## config.mk

```make
export PLATFORM = sky130hd
export DESIGN_NAME = rf_wb_arb_flat
export DESIGN_NICKNAME = d
export VERILOG_FILES = /design/src/rtl/rf_wb_arb_if.sv /design/src/rtl/rf_wb_arb.sv /design/src/flat_wrapper.sv
export SDC_FILE = /design/constraint.sdc
export NUM_CORES = 1
export LEC_CHECK = 0
export BUFFER_PORTS_ARGS = -buffer_cell sky130_fd_sc_hd__buf_2
export CAP_MARGIN = 20
export CORE_MARGIN = 2
export CORE_UTILIZATION = 45
export DETAILED_ROUTE_END_ITERATION = 6
export PLACE_DENSITY_LB_ADDON = 0.12
export SKIP_CTS_REPAIR_TIMING = 1
export SLEW_MARGIN = 10
export SYNTH_ARGS = -nofsm -noshare
export SYNTH_HDL_FRONTEND = slang
export SYNTH_SLANG_ARGS = --single-unit
```

## constraint.sdc

```tcl
create_clock -name clk -period 8.2 [get_ports clk]
set_clock_uncertainty 0.05 [all_clocks]
set_input_delay 1.64 -clock clk [delete_from_list [all_inputs] [get_ports clk]]
set_output_delay 1.64 -clock clk [all_outputs]
set_load 0.1 [all_outputs]
```

## src/rtl/rf_wb_arb_if.sv

```systemverilog
// Writeback bus between the result producers / issue logic and the register-file arbiter.
// The arbiter side uses the slave modport; the producer/regfile side uses master.
interface rf_wb_arb_if;
  logic        alu_vld;
  logic [3:0]  alu_addr;
  logic [15:0] alu_data;
  logic        ld_vld;
  logic [3:0]  ld_addr;
  logic [15:0] ld_data;
  logic        ld_rdy;
  logic        ld_issue;
  logic [3:0]  ld_issue_addr;
  logic        we;
  logic [3:0]  dst_addr;
  logic [15:0] dst;
  logic [15:0] busy;
  logic        waw_err;

  modport slave (
    input  alu_vld, alu_addr, alu_data,
    input  ld_vld, ld_addr, ld_data,
    input  ld_issue, ld_issue_addr,
    output ld_rdy, we, dst_addr, dst, busy, waw_err
  );

  modport master (
    output alu_vld, alu_addr, alu_data,
    output ld_vld, ld_addr, ld_data,
    output ld_issue, ld_issue_addr,
    input  ld_rdy, we, dst_addr, dst, busy, waw_err
  );
endinterface

```

## src/rtl/rf_wb_arb.sv

```systemverilog
// Register-file writeback arbiter: ALU results take priority, load results queue in a
// 2-entry FIFO, and a busy scoreboard tracks loads still in flight.
module rf_wb_arb (
  input logic           clk,
  input logic           rst_n,
  rf_wb_arb_if.slave    bus
);

  logic [1:0]  r_count;
  logic        r_head;
  logic [3:0]  r_fifoAddr [2];
  logic [15:0] r_fifoData [2];
  logic        r_we;
  logic [3:0]  r_dstAddr;
  logic [15:0] r_dst;
  logic [15:0] r_busy;
  logic        r_wawErr;

  logic        w_aluWr;
  logic        w_ldRdy;
  logic        w_push;
  logic        w_pop;
  logic        w_tail;
  logic [15:0] w_setMask;
  logic [15:0] w_clrMask;

  // Writes to r0 are discarded outright, so they never claim the port or the FIFO.
  assign w_aluWr   = bus.alu_vld && (bus.alu_addr != 4'd0);
  assign w_ldRdy   = (r_count != 2'd2);
  assign w_push    = bus.ld_vld && w_ldRdy && (bus.ld_addr != 4'd0);
  assign w_pop     = !w_aluWr && (r_count != 2'd0);
  assign w_tail    = r_head ^ r_count[0];
  assign w_setMask = (bus.ld_issue && (bus.ld_issue_addr != 4'd0)) ? (16'd1 << bus.ld_issue_addr) : 16'd0;
  assign w_clrMask = w_pop ? (16'd1 << r_fifoAddr[r_head]) : 16'd0;

  // FIFO payload needs no reset; r_count alone decides which slots are meaningful.
  always_ff @(posedge clk) begin
    if (w_push) begin
      r_fifoAddr[w_tail] <= bus.ld_addr;
      r_fifoData[w_tail] <= bus.ld_data;
    end
  end

  always_ff @(posedge clk or negedge rst_n) begin
    if (!rst_n) begin
      r_count   <= 2'd0;
      r_head    <= 1'b0;
      r_we      <= 1'b0;
      r_dstAddr <= 4'd0;
      r_dst     <= 16'd0;
      r_busy    <= 16'd0;
      r_wawErr  <= 1'b0;
    end else begin
      r_count <= r_count + {1'b0, w_push} - {1'b0, w_pop};
      if (w_pop) begin
        r_head <= ~r_head;
      end
      r_we <= w_aluWr || w_pop;
      if (w_aluWr) begin
        r_dstAddr <= bus.alu_addr;
        r_dst     <= bus.alu_data;
      end else if (w_pop) begin
        r_dstAddr <= r_fifoAddr[r_head];
        r_dst     <= r_fifoData[r_head];
      end
      // Set is applied after clear so a new issue wins over a retiring load.
      r_busy <= (r_busy & ~w_clrMask) | w_setMask;
      if (w_aluWr && r_busy[bus.alu_addr]) begin
        r_wawErr <= 1'b1;
      end
    end
  end

  assign bus.ld_rdy   = w_ldRdy;
  assign bus.we       = r_we;
  assign bus.dst_addr = r_dstAddr;
  assign bus.dst      = r_dst;
  assign bus.busy     = r_busy;
  assign bus.waw_err  = r_wawErr;

endmodule

```

## src/flat_wrapper.sv

```systemverilog
// flat-port wrapper written by rule: the top's interface ports become plain ports
module rf_wb_arb_flat 
  (clk, rst_n, bus_alu_vld, bus_alu_addr, bus_alu_data, bus_ld_vld, bus_ld_addr, bus_ld_data, bus_ld_issue, bus_ld_issue_addr, bus_ld_rdy, bus_we, bus_dst_addr, bus_dst, bus_busy, bus_waw_err);
  rf_wb_arb_if bus_i ();
  input logic clk;
  input logic rst_n;
  input wire logic [$bits(bus_i.alu_vld)-1:0] bus_alu_vld;
  input wire logic [$bits(bus_i.alu_addr)-1:0] bus_alu_addr;
  input wire logic [$bits(bus_i.alu_data)-1:0] bus_alu_data;
  input wire logic [$bits(bus_i.ld_vld)-1:0] bus_ld_vld;
  input wire logic [$bits(bus_i.ld_addr)-1:0] bus_ld_addr;
  input wire logic [$bits(bus_i.ld_data)-1:0] bus_ld_data;
  input wire logic [$bits(bus_i.ld_issue)-1:0] bus_ld_issue;
  input wire logic [$bits(bus_i.ld_issue_addr)-1:0] bus_ld_issue_addr;
  output wire logic [$bits(bus_i.ld_rdy)-1:0] bus_ld_rdy;
  output wire logic [$bits(bus_i.we)-1:0] bus_we;
  output wire logic [$bits(bus_i.dst_addr)-1:0] bus_dst_addr;
  output wire logic [$bits(bus_i.dst)-1:0] bus_dst;
  output wire logic [$bits(bus_i.busy)-1:0] bus_busy;
  output wire logic [$bits(bus_i.waw_err)-1:0] bus_waw_err;
  assign bus_i.alu_vld = bus_alu_vld;
  assign bus_i.alu_addr = bus_alu_addr;
  assign bus_i.alu_data = bus_alu_data;
  assign bus_i.ld_vld = bus_ld_vld;
  assign bus_i.ld_addr = bus_ld_addr;
  assign bus_i.ld_data = bus_ld_data;
  assign bus_i.ld_issue = bus_ld_issue;
  assign bus_i.ld_issue_addr = bus_ld_issue_addr;
  assign bus_ld_rdy = bus_i.ld_rdy;
  assign bus_we = bus_i.we;
  assign bus_dst_addr = bus_i.dst_addr;
  assign bus_dst = bus_i.dst;
  assign bus_busy = bus_i.busy;
  assign bus_waw_err = bus_i.waw_err;
  rf_wb_arb u_core (.clk(clk), .rst_n(rst_n), .bus(bus_i));
endmodule
```

==> metrics.txt <==
Pre-antenna DRT Iters 4; Slew headroom 36.2%; Ys Warns 0; FF-to-FF End u_core.bus.busy[8]; First DRT Iteration DRCs 89; fin crit period 3.20 ns; total grt overflow 0; reg2reg path depth 5; ANT nets after route 0; first-pass GRT wire length 11800 µm; syn avg cell area 12.3 µm²; Crit path max-delay family buffers and inverters; Max clock buf depth 2; status complete, no violations; Post-route DRC 0; R2R Setup Slk 6.14 ns; slowest stage delay, CP 0.40 ns; FF+latch count, synth 81; Post-Syn Area 3400 µm²; Crit-path slowest cell o41a_1; Final Cycle Share 39.0%; die height 90.9 µm; total number of vias 2414; Core Region 7290 µm²; Least-Margin Pin Slew 0.957 ns; CTS tree yes; CP Class input pin to flip-flop; routability congestion estimate 0.869; share of cells above drive strength 1 31.9%; Via density 5.15; CTS sink count 81; worst hold path class flip-flop to flip-flop; Post-synth ARST share 50.6%; arrival time worst endpoint 3.40 ns; I/O pin count 88; Synth Instances 277; initial antenna violation count 0; hpwl dp 5050 µm; Initial Utilization 46.6%; critical path capture point type flip-flop; Slew Viols, Final 0; HP Start u_core.bus.waw_err; final setup vio count 0; post-synth top area cell edfxtp_1; pre-CTS WS 4.65 ns; H-tree levels 3; Placed Cells 451; synth-to-layout area growth 21.2%; fmax 312 MHz; buffers plus inverters on the worst setup path 3; synth cell count leaders o21ai_0, dfrtp_1, edfxtp_1; largest net degree at the start of global routing 42; most numerous cell in the Yosys netlist o21ai_0; Finished Layout Cells 469; worst skew pair latency 0.34 ns; post-route setup TNS 0 ns; WP data required 8.40 ns; total CTS buffers 9; nets@finish 416; worst reg2reg startpoint u_core.r_head; # rows 31; Post-synth top flop dfrtp_1; hold path depth 2; vias in the first global route 2433; RSZ-0062 raised after global routing false; Max Cap Viol 0; Synth top area share 35.4%; clk slew on worst S/H paths 0.07 ns; die width 90.9 µm; crit start category input pin; Synth Net Count 328; GRT Util Overall 18.3%; Ant. Diodes 0; Routed WL 7290 µm; EDFF count, synth 40; clock root buffer clkbuf_8; Synth cell types 31; maximum net fanout on the critical path 39; port bufs 87; sequential cell area fraction in the yosys report 65.6%; Area contributors post-synth edfxtp_1, dfrtp_1, mux2i_1; Final Hold Vio Count 0; die area 8260 µm²; Cell Chain, Critical Path buf_2 -> o41a_1 -> buf_4 -> nor2_1 -> ha_1 -> inv_1 -> ha_1 -> xnor2_1 -> xnor2_1; setup ws final 5.00 ns; Hold Path Sink u_core.bus.waw_err; Avg WL per Cell 15.5 µm
kinds of logic after synthesis:
family / Yosys count / share of synthesized area [%]
flip-flops: 81 / 65.6
AO/OA/AOI/OAI: 77 / 11.8
AND/OR/NAND/NOR: 67 / 9.10
multiplexers: 27 / 9.10
buffers and inverters: 19 / 2.69
XOR/XNOR: 4 / 1.03
adder cells (fa/ha/maj): 2 / 0.737
sequential cells by signal, indices dropped and copies added (netlist names):
signal,cells
u_core.r_count,2
u_core.r_fifoAddr,8
u_core.bus.dst,16
u_core.bus.waw_err,1
u_core.bus.busy,16
u_core.bus.dst_addr,4
u_core.r_head,1
u_core.r_fifoData,32
u_core.bus.we,1
layout make-up:
type	instances	area (µm²)
clock buffer	10	128
multi-input combinational	177	1090
inverter	4	15.0
timing repair buffer	92	500
sequential	81	2230
fill	697	3180
tap	99	124
clock inverter	6	36.3
cells in the final DEF (no fill, tap or decap), drive strengths merged, types with 2 or more instances in the layout:
master and n:
a31oi 2, inv 4, buf 92, or4 3
or2 3, dfrtp 41, clkbuf 10, nand3b 2
nand4 2, clkinvlp 3, nand3 2, a21oi 18
o21ai 54, edfxtp 40, mux2i 23, clkinv 3
xnor2 3, nand2 27, mux4 3, nor2 21
ha 2, nand2b 5
routing by layer:
layer | share of wire [%] | vias to the layer above | GRT usage [%]
met5 | 0 | - | 0
met4 | 0.91 | 0 | 8.46
met3 | 5.7 | 7 | 3.84
met2 | 51 | 83 | 30.6
met1 | 43 | 1143 | 22.9
li1 | - | 1181 | -
per-stage QoR:
| stage | utilization [%] | hold WS, ns | instance area, µm² |
|---|---|---|---|
| finish | 56.5 | 0.432 | 4120 |
| global route | 56.5 | 0.509 | 4120 |
| CTS | 55.9 | 0.432 | 4070 |
| detailed placement | 53.6 | 0.416 | 3910 |
| global placement | 53.6 | 0.418 | 3910 |
| floorplan | - | 0.430 | 3400 |
worst register-to-register path, stage by stage (launching register included):
cell	delay [ns]
dfrtp_1	0.36
buf_4	0.37
mux2_2	0.41
or4_1	0.47
o21ai_0	0.19
o21ai_0	0.10
worst max path at each step:
stage                         start                  end  slack [ns]  cells past startpoint
global route        bus_alu_addr[1]    u_core.r_count[1]        4.84                      9
floorplan           bus_alu_addr[1]    u_core.r_count[1]        4.88                      9
global placement    bus_alu_addr[2]  u_core.bus.busy[10]        4.70                      6
finish              bus_alu_addr[1]    u_core.r_count[1]        5.00                      9
CTS                 bus_alu_addr[1]    u_core.r_count[1]        5.01                      9
detailed placement  bus_alu_addr[2]    u_core.r_count[1]        4.65                      9
Power is left out: the tool's default activity adds up to more than one toggle a clock period on the data nets, which glitch-free logic cannot reach.
